==> config.mk <==
export PLATFORM = sky130hd
export DESIGN_NAME = ym_dbg_write
export DESIGN_NICKNAME = d
export VERILOG_FILES = /design/src/rtl/ym_dbg_write.sv
export SDC_FILE = /design/constraint.sdc
export NUM_CORES = 1
export LEC_CHECK = 0
export ABC_CLOCK_PERIOD_IN_PS = 1650
export BUFFER_PORTS_ARGS = -buffer_cell sky130_fd_sc_hd__buf_2
export CAP_MARGIN = 20
export CORE_ASPECT_RATIO = 1.2
export CORE_MARGIN = 2
export CORE_UTILIZATION = 54
export CTS_BUF_LIST = sky130_fd_sc_hd__clkbuf_16
export DETAILED_ROUTE_END_ITERATION = 10
export PLACE_DENSITY = 0.73
export SETUP_SLACK_MARGIN = 0.5
export SLEW_MARGIN = 15
export SYNTH_ARGS = -nofsm -noshare
export SYNTH_HDL_FRONTEND = slang
export SYNTH_SLANG_ARGS = --single-unit
==> constraint.sdc <==
create_clock -name MCLK -period 1.65 [get_ports MCLK]
set_clock_uncertainty 0.1 [all_clocks]
set_input_delay 0.165 -clock MCLK [delete_from_list [all_inputs] [get_ports MCLK]]
set_output_delay 0.165 -clock MCLK [all_outputs]
set_load 0.02 [all_outputs]
==> src/rtl/ym_dbg_write.sv <==
// ym_dbg_write: serial debug-port receiver.
// Shifts in a DATA_WIDTH-bit word LSB first under the c1/c2 two-phase enables.
// The finished word is held on word_out with a valid/ack handshake.
// Optional even-parity trailer bit: define YM_DBG_WRITE_PARITY_EN.
module ym_dbg_write #(
   parameter int DATA_WIDTH = 8
) (
   input  logic                  MCLK,
   input  logic                  nreset,
   input  logic                  c1,
   input  logic                  c2,
   input  logic                  start,
   input  logic                  serial_in,
   input  logic                  word_ack,
   output logic [DATA_WIDTH-1:0] word_out,
   output logic                  word_valid,
   output logic                  busy,
   output logic                  overrun,
   output logic                  parity_err
);

   localparam int CW = $clog2(DATA_WIDTH + 2);
   localparam logic [CW-1:0] LAST_BIT = CW'(DATA_WIDTH - 1);
   localparam logic [CW-1:0] CNT_ONE  = CW'(1);

   typedef enum logic [1:0] {
      ST_IDLE  = 2'd0,
`ifdef YM_DBG_WRITE_PARITY_EN
      ST_PAR   = 2'd2,
`endif
      ST_SHIFT = 2'd1
   } state_t;

   // c1 has priority: an edge with both enables high is a c1 edge.
   logic c1_edge_s;
   logic c2_edge_s;
   assign c1_edge_s = c1;
   assign c2_edge_s = c2 & ~c1;

   state_t                state_q,      state_d;
   logic [DATA_WIDTH-1:0] shreg_m_q,    shreg_m_d;
   // Slave half keeps only the bits that feed back into the master;
   // bit 0 of the master is shifted out on the next capture and never reloads.
   logic [DATA_WIDTH-2:0] shreg_s_q,    shreg_s_d;
   logic [CW-1:0]         bitcnt_q,     bitcnt_d;
   logic                  pending_q,    pending_d;
   logic [DATA_WIDTH-1:0] word_out_q,   word_out_d;
   logic                  word_valid_q, word_valid_d;
   logic                  busy_q,       busy_d;
   logic                  overrun_q,    overrun_d;
   logic                  complete_s;
   logic                  ack_s;
`ifdef YM_DBG_WRITE_PARITY_EN
   logic                  par_bit_q,    par_bit_d;
   logic                  parity_err_q, parity_err_d;
`endif

   assign ack_s = word_ack & word_valid_q;

   // Next-state, shift, completion and handshake logic.
   always_comb begin
      state_d      = state_q;
      shreg_m_d    = shreg_m_q;
      shreg_s_d    = shreg_s_q;
      bitcnt_d     = bitcnt_q;
      pending_d    = pending_q;
      word_out_d   = word_out_q;
      word_valid_d = word_valid_q;
      busy_d       = busy_q;
      overrun_d    = overrun_q;
      complete_s   = 1'b0;
`ifdef YM_DBG_WRITE_PARITY_EN
      par_bit_d    = par_bit_q;
      parity_err_d = parity_err_q;
`endif

      case (state_q)
         ST_IDLE: begin
            if (c1_edge_s && start) begin
               state_d   = ST_SHIFT;
               busy_d    = 1'b1;
               bitcnt_d  = '0;
               pending_d = 1'b0;
            end else begin
               state_d = ST_IDLE;
            end
         end
         ST_SHIFT: begin
            if (c1_edge_s) begin
               shreg_m_d = {serial_in, shreg_s_q};
               pending_d = 1'b1;
            end else if (c2_edge_s && pending_q) begin
               shreg_s_d = shreg_m_q[DATA_WIDTH-1:1];
               bitcnt_d  = bitcnt_q + CNT_ONE;
               pending_d = 1'b0;
               if (bitcnt_q == LAST_BIT) begin
`ifdef YM_DBG_WRITE_PARITY_EN
                  state_d = ST_PAR;
`else
                  complete_s = 1'b1;
`endif
               end else begin
                  state_d = ST_SHIFT;
               end
            end else begin
               state_d = ST_SHIFT;
            end
         end
`ifdef YM_DBG_WRITE_PARITY_EN
         ST_PAR: begin
            if (c1_edge_s) begin
               par_bit_d = serial_in;
               pending_d = 1'b1;
            end else if (c2_edge_s && pending_q) begin
               pending_d = 1'b0;
               if ((^{shreg_m_q, par_bit_q}) == 1'b0) begin
                  complete_s = 1'b1;
               end else begin
                  parity_err_d = 1'b1;
                  state_d      = ST_IDLE;
                  busy_d       = 1'b0;
               end
            end else begin
               state_d = ST_PAR;
            end
         end
`endif
         default: begin
            state_d   = ST_IDLE;
            busy_d    = 1'b0;
            pending_d = 1'b0;
         end
      endcase

      // A new word always lands; overrun reflects whether the old one was lost.
      if (complete_s) begin
         word_out_d   = shreg_m_q;
         word_valid_d = 1'b1;
         busy_d       = 1'b0;
         state_d      = ST_IDLE;
         if (word_valid_q && !word_ack) begin
            overrun_d = 1'b1;
         end else if (ack_s) begin
            overrun_d = 1'b0;
         end else begin
            overrun_d = overrun_q;
         end
      end else if (ack_s) begin
         word_valid_d = 1'b0;
         overrun_d    = 1'b0;
      end else begin
         word_valid_d = word_valid_q;
      end
   end

   // State and datapath registers; reset discards any partial frame.
   always_ff @(posedge MCLK or negedge nreset) begin
      if (!nreset) begin
         state_q      <= ST_IDLE;
         shreg_m_q    <= '0;
         shreg_s_q    <= '0;
         bitcnt_q     <= '0;
         pending_q    <= 1'b0;
         word_out_q   <= '0;
         word_valid_q <= 1'b0;
         busy_q       <= 1'b0;
         overrun_q    <= 1'b0;
      end else begin
         state_q      <= state_d;
         shreg_m_q    <= shreg_m_d;
         shreg_s_q    <= shreg_s_d;
         bitcnt_q     <= bitcnt_d;
         pending_q    <= pending_d;
         word_out_q   <= word_out_d;
         word_valid_q <= word_valid_d;
         busy_q       <= busy_d;
         overrun_q    <= overrun_d;
      end
   end

`ifdef YM_DBG_WRITE_PARITY_EN
   // Parity trailer bit and sticky parity error flag.
   always_ff @(posedge MCLK or negedge nreset) begin
      if (!nreset) begin
         par_bit_q    <= 1'b0;
         parity_err_q <= 1'b0;
      end else begin
         par_bit_q    <= par_bit_d;
         parity_err_q <= parity_err_d;
      end
   end
   assign parity_err = parity_err_q;
`else
   assign parity_err = 1'b0;
`endif

   assign word_out   = word_out_q;
   assign word_valid = word_valid_q;
   assign busy       = busy_q;
   assign overrun    = overrun_q;

endmodule

==> results_dict.tcl, run 1 <==
set metrics [dict create \
    worstHoldPathType "input port to flip-flop" \
    dp.cells 155 \
    setup_violations 0 \
    critPathCaptureType "flip-flop" \
    grt_pass1_vias 893 \
    cp_data_arrival_time_ns 1.53 \
    nFillCells 143 \
    tns_ns 0 \
    synth_async_sr_flop_share 1.000 \
    powerDensity_nw_per_um2 1538 \
    clock_sinks 32 \
    drtIter0Drc 20 \
    postRouteAntennaNets 0 \
    wl_per_cell_um 15.78 \
    dp_slack_ns 0.09816 \
    startpoint_type "flip-flop" \
    synth-seq-cells 32 \
    peakVddDrop_mv 1.327 \
    synth_seq_area_share 0.6238 \
    maxCapViolCount 0 \
    die_x_um 48.51 \
    portBuffers 17 \
    final_hold_viol_count 0 \
    initial_utilization 0.5625 \
    p_leak_nw 0.9690 \
    synth-main-ff-cell "dfrtp_1" \
    finalMaxSlewViolations 0 \
    grt_max_degree 33 \
    place_hpwl_mm 1.502 \
    avgViaCountPerCell 5.157 \
    clk_pin_slew_ns 0.05 \
    worst_slack_ns 0.1742 \
    root_buffer "clkbuf_16" \
    yosysTopAreaCell "dfrtp_1" \
    h-tree-depth 2 \
    required_ns 1.70 \
    synthTopCellsByArea "dfrtp_1 62%, mux2_2 8.8%, nand2_1 8.2%" \
    firstDrtPassIters 4 \
    vias 918 \
    fin_crit_ns 1.476 \
    postLayoutCoreUtil 0.8032 \
    rows 19 \
    ios 19 \
    grt_usage 0.2150 \
    gp_congestion 0.7237 \
    final_cells 178 \
    clk_path_buf_depth 2 \
    syn2layout_area_growth_pct 42.79 \
    outcome "complete, no violations" \
    synth.avg_cell_area_um2 12.11 \
    cts_buffers 5 \
    whs_ns 0.02959 \
    period_share 0.8944 \
    yosysWarnings 0 \
    cts_tree "yes" \
    wl_mm 2.808 \
    grt_pass1_wl_mm 4.312 \
    syn_nets 114 \
    synth_edf_count 0 \
    fmax_ghz 0.6776 \
    insertedDiodeCount 0 \
    grt_overflow 0 \
    cp_max_fo 7 \
    netlist.area_leader.share 0.6238 \
    fp.dieArea_um2 2785 \
    layout-drive-gt1-share 0.5306 \
    synthCells 106 \
    drcViolationCount 0 \
    fin_nets 154 \
    die_h_um 57.41 \
    core_region_area_um2 2282 \
    synth_cell_types 24 \
    critical_path_class "flip-flop to flip-flop" \
    rsz0062_at_grt "true" \
    grt_antenna_before_repair 0 \
    synth_area_um2 1284 \
    clkLatencyLatePin_ns 0.27 \
]
cell usage after synthesis, drive strengths merged, types with 2 or more instances:
library cell,number
buf,3
o21ai,3
mux2,16
nor3,2
inv,2
dfrtp,32
nor2,3
a21oi,4
nand3,3
nand2,28
sequential cells by signal (all words and copies together), names as in the netlist, named ones only:
name and cells:
shreg_m_q 8, shreg_s_q 7, busy 1, state_q 1, word_out 8, pending_q 1, word_valid 1, bitcnt_q 4
logic make-up (layout without fill, tap and decap cells):
logic type                 Yosys count  count (layout)  synth area share
buffers and inverters                6              47           0.02729
DFF                                 32              32            0.6238
adders and majority gates            1               1          0.009745
muxes                               17              17            0.1481
AOI/OAI and AO/OA                    9               9           0.03899
and+or+nand+nor                     40              40            0.1491
other                                1               1          0.002921
timing repair:
action	in CTS	in global routing
hold buffers	1	0
gates cloned	0	0
hold endpoints to repair	32	0
pin swaps	12	7
gates resized for setup	25	11
setup buffers	8	6
endpoints found under the setup margin	30	32
metal layers:
metal / vias to the layer above / global-route usage / share of wire
li1: 430 / - / -
met1: 459 / 0.2801 / 0.45
met2: 23 / 0.3294 / 0.49
met3: 6 / 0.05759 / 0.038
met4: 0 / 0.1224 / 0.022
met5: - / 0 / 0
worst max-delay path, stage by stage (launching register included):
cell	delay, ns
dfrtp_1	0.36
ha_2	0.19
nand2_2	0.06
nor3_4	0.17
buf_6	0.18
mux2_4	0.30
worst paths after layout:
kind,slack [ns],cells after the start,startpoint,end
worst max-delay path,0.17,5,bitcnt_q[0]$_DFFE_PN0P_,word_out[6]$_DFFE_PN0P_
worst min-delay path,0.03,2,serial_in,shreg_m_q[7]$_DFFE_PN0N_
worst max register to register,0.17,5,bitcnt_q[0]$_DFFE_PN0P_,word_out[6]$_DFFE_PN0P_
worst min register to register,0.38,2,shreg_s_q[2]$_DFFE_PN0P_,shreg_s_q[2]$_DFFE_PN0P_
max in group asynchronous,0.80,3,nreset,state_q[0]$_DFFE_PN0P_
min in group asynchronous,0.34,3,nreset,pending_q$_DFFE_PN0P_
cell type report:
type	count	area (µm²)	share of cell area
Clock buffer	5	125.1	0.06826
Clock inverter	3	12.51	0.006826
Inverter	2	7.507	0.004096
Multi-Input combinational cell	68	583.1	0.3181
Sequential cell	32	802.0	0.4375
Tap cell	31	38.79	0.02116
Timing Repair Buffer	37	264.0	0.1440
power by group:
group,internal [mW],switching (mW)
combinational,0.418,0.350
clock,0.542,0.285
sequential,1.03,0.194
total,1.99,0.829
layout by cell type, fill, tap and decap left out, drive strengths merged, types with 3 or more instances in the layout:
| cell | netlist | routed |
|---|---|---|
| a21oi | 4 | 4 |
| o21ai | 3 | 3 |
| clkbuf | 1 | 5 |
| nor2 | 3 | 3 |
| mux2 | 16 | 16 |
| inv | 2 | 4 |
| nand3 | 3 | 3 |
| buf | 3 | 36 |
| dfrtp | 32 | 32 |
| nand2 | 28 | 28 |
through the flow:
stage	area [µm²]	power, mW
after floorplan	1331	1.556
after global placement	1458	1.701
after detailed placement	1458	1.741
after CTS	1750	2.751
after global routing	1833	2.970
final	1833	2.820
Note: power is estimated with default switching activity, not from simulation.
==> inputs of run 2 (changes only) <==
CORE_ASPECT_RATIO = 0.9   (was 1.2)
==> run 2 against run 1 <==
Against the previous run: sequential power hardly changed; setup slack worse by 0.017 ns; non-clock buffer count is 6 lower; global-route usage is 1.8 points lower; combinational power is 13% lower; maximum frequency is 1.2% lower; highest routed layer unchanged.
==> results_dict.tcl, run 2 (synthesis gave the netlist of run 1 again) <==
set metrics [dict create \
    outcome "complete, no violations" \
    syn2layout_area_growth_pct 33.24 \
    worst_slack_ns 0.1567 \
    initial_utilization 0.5777 \
    critPathMaxStageDelay_ns 0.39 \
    root_buffer "clkbuf_16" \
    clk_pin_slew_ns 0.05 \
    period_share 0.9050 \
    h-tree-depth 2 \
    seqPwrFrac 0.445 \
    grt_pass1_wl_mm 4.153 \
    finalMaxSlewViolations 0 \
    avgViaCountPerCell 5.359 \
    clk_path_buf_depth 2 \
    cp_data_arrival_time_ns 1.55 \
    layout-drive-gt1-share 0.4429 \
    vias 895 \
    clock_sinks 32 \
    firstDrtPassIters 4 \
    final_cell_mix "31 x dfrtp_1, 25 x nand2_1, 16 x buf_2" \
    crit_slowest_cell "dfrtp_1" \
    path_cells "ha_2 -> nand2_2 -> nor3_4 -> buf_6 -> buf_4 -> buf_6 -> o21a_1" \
    rsz0062_at_grt "true" \
    cts_tree "yes" \
    grt_antenna_before_repair 0 \
    critPathTopFamily "flip-flops" \
    die_x_um 55.40 \
    grt_max_degree 33 \
    grt_usage 0.1971 \
    rows 16 \
    wl_per_cell_um 15.68 \
    postRouteAntennaNets 0 \
    core_region_area_um2 2222 \
    internal_power_mw 1.915 \
    fin_nets 148 \
    met2_usage 0.3194 \
    cp_num_buf_inv 3 \
    final_common_cell "dfrtp_1" \
    grt_pass1_vias 864 \
    tns_ns 0 \
    whs_ns 0.03173 \
    combPwrFrac 0.248 \
    maxCapViolCount 0 \
    critical_path_class "flip-flop to flip-flop" \
    cp_max_fo 6 \
    fin_crit_ns 1.493 \
    fmax_ghz 0.6697 \
    swShare 0.2908 \
    power_frac_clock 0.306 \
    grt_util_met3 0.06186 \
    wl_mm 2.618 \
    portBuffers 17 \
    ios 19 \
    worstHoldPathType "input port to flip-flop" \
    p_leak_nw 0.8975 \
    dp_slack_ns 0.1140 \
    startpoint_type "flip-flop" \
    grt_busiest_layer "met2" \
    peakVddDrop_mv 1.236 \
    critPathCaptureType "flip-flop" \
    drtIter0Drc 21 \
    required_ns 1.70 \
    setup_violations 0 \
    final_hold_viol_count 0 \
    crit_path_frequent_cell "buf_6" \
    globalRouteMet1Util 0.2551 \
    grt_overflow 0 \
    clkLatencyLatePin_ns 0.27 \
    place_hpwl_mm 1.517 \
    p_switching_mw 0.7851 \
    cts_buffers 5 \
    powerDensity_nw_per_um2 1579 \
    insertedDiodeCount 0 \
    die_h_um 50.26 \
    gp_congestion 0.8318 \
    fp.dieArea_um2 2784 \
    drcViolationCount 0 \
]
[run 2: changes by cell type in the layout (fill, tap and decap cells not counted), moves of 2 or more]
cell,change
nand2_2,-8
buf_6,-2
nand2_1,+8
a21oi_1,+2
buf_4,-4
a21oi_2,-2
mux2_4,-8
mux2_2,+8
[run 2: area by class of cell]
| type | count | area, µm² |
|---|---|---|
| fillers | 137 | 511.7 |
| flip-flops and latches | 32 | 802.0 |
| multi-input cells | 68 | 519.2 |
| inverters | 2 | 7.507 |
| well taps | 27 | 33.78 |
| repair buffers | 31 | 214.0 |
| clock buffers | 5 | 125.1 |
| clock inverters | 2 | 8.758 |
[run 2: layer usage]
layer  part of all wire  vias to the layer above
li1                   -                      421
met1               0.43                      440
met2               0.50                       30
met3              0.051                        4
met4              0.011                        0
met5                  0                        -
[run 2: through the flow]
step / instance area, µm² / utilization / power (mW) / instances
5_1_grt: 1710 / 0.7697 / 2.841 / 167
3_3_place_gp: 1445 / 0.6503 / 1.703 / 150
4_1_cts: 1647 / 0.7410 / 2.629 / 163
3_5_place_dp: 1445 / 0.6503 / 1.730 / 150
6_report: 1710 / 0.7697 / 2.700 / 167
2_1_floorplan: 1331 / - / 1.556 / 106
[run 2: repair_timing]
action | CTS | global route
hold endpoints to repair | 32 | 0
cloned | 0 | 0
hold buffers | 1 | 0
buffers inserted | 5 | 4
pin swaps | 6 | 2
setup endpoints to repair | 29 | 64
resized for setup | 6 | 9
[run 2: power groups by stage]
stage	clock [mW]	combinational, mW	sequential (mW)
3_3_place_gp	0	0.501	1.20
2_1_floorplan	0	0.314	1.24
4_1_cts	0.838	0.594	1.20
3_5_place_dp	0	0.513	1.22
6_report	0.827	0.671	1.20
5_1_grt	0.881	0.729	1.23
[run 2: path summary, 6_finish.rpt]
| kind | start | endpoint | slack (ns) | cells past startpoint |
|---|---|---|---|---|
| max in group asynchronous | nreset | state_q[0]$_DFFE_PN0P_ | 0.82 | 2 |
| setup / recovery | bitcnt_q[0]$_DFFE_PN0P_ | flip-flop | 0.16 | 7 |
| setup reg to reg | bitcnt_q[0]$_DFFE_PN0P_ | flip-flop | 0.16 | 7 |
| hold / removal | serial_in | shreg_m_q[7]$_DFFE_PN0N_ | 0.03 | 2 |
| min in group asynchronous | nreset | pending_q$_DFFE_PN0P_ | 0.30 | 2 |
| hold reg to reg | shreg_s_q[1]$_DFFE_PN0P_ | shreg_s_q[1]$_DFFE_PN0P_ | 0.37 | 2 |
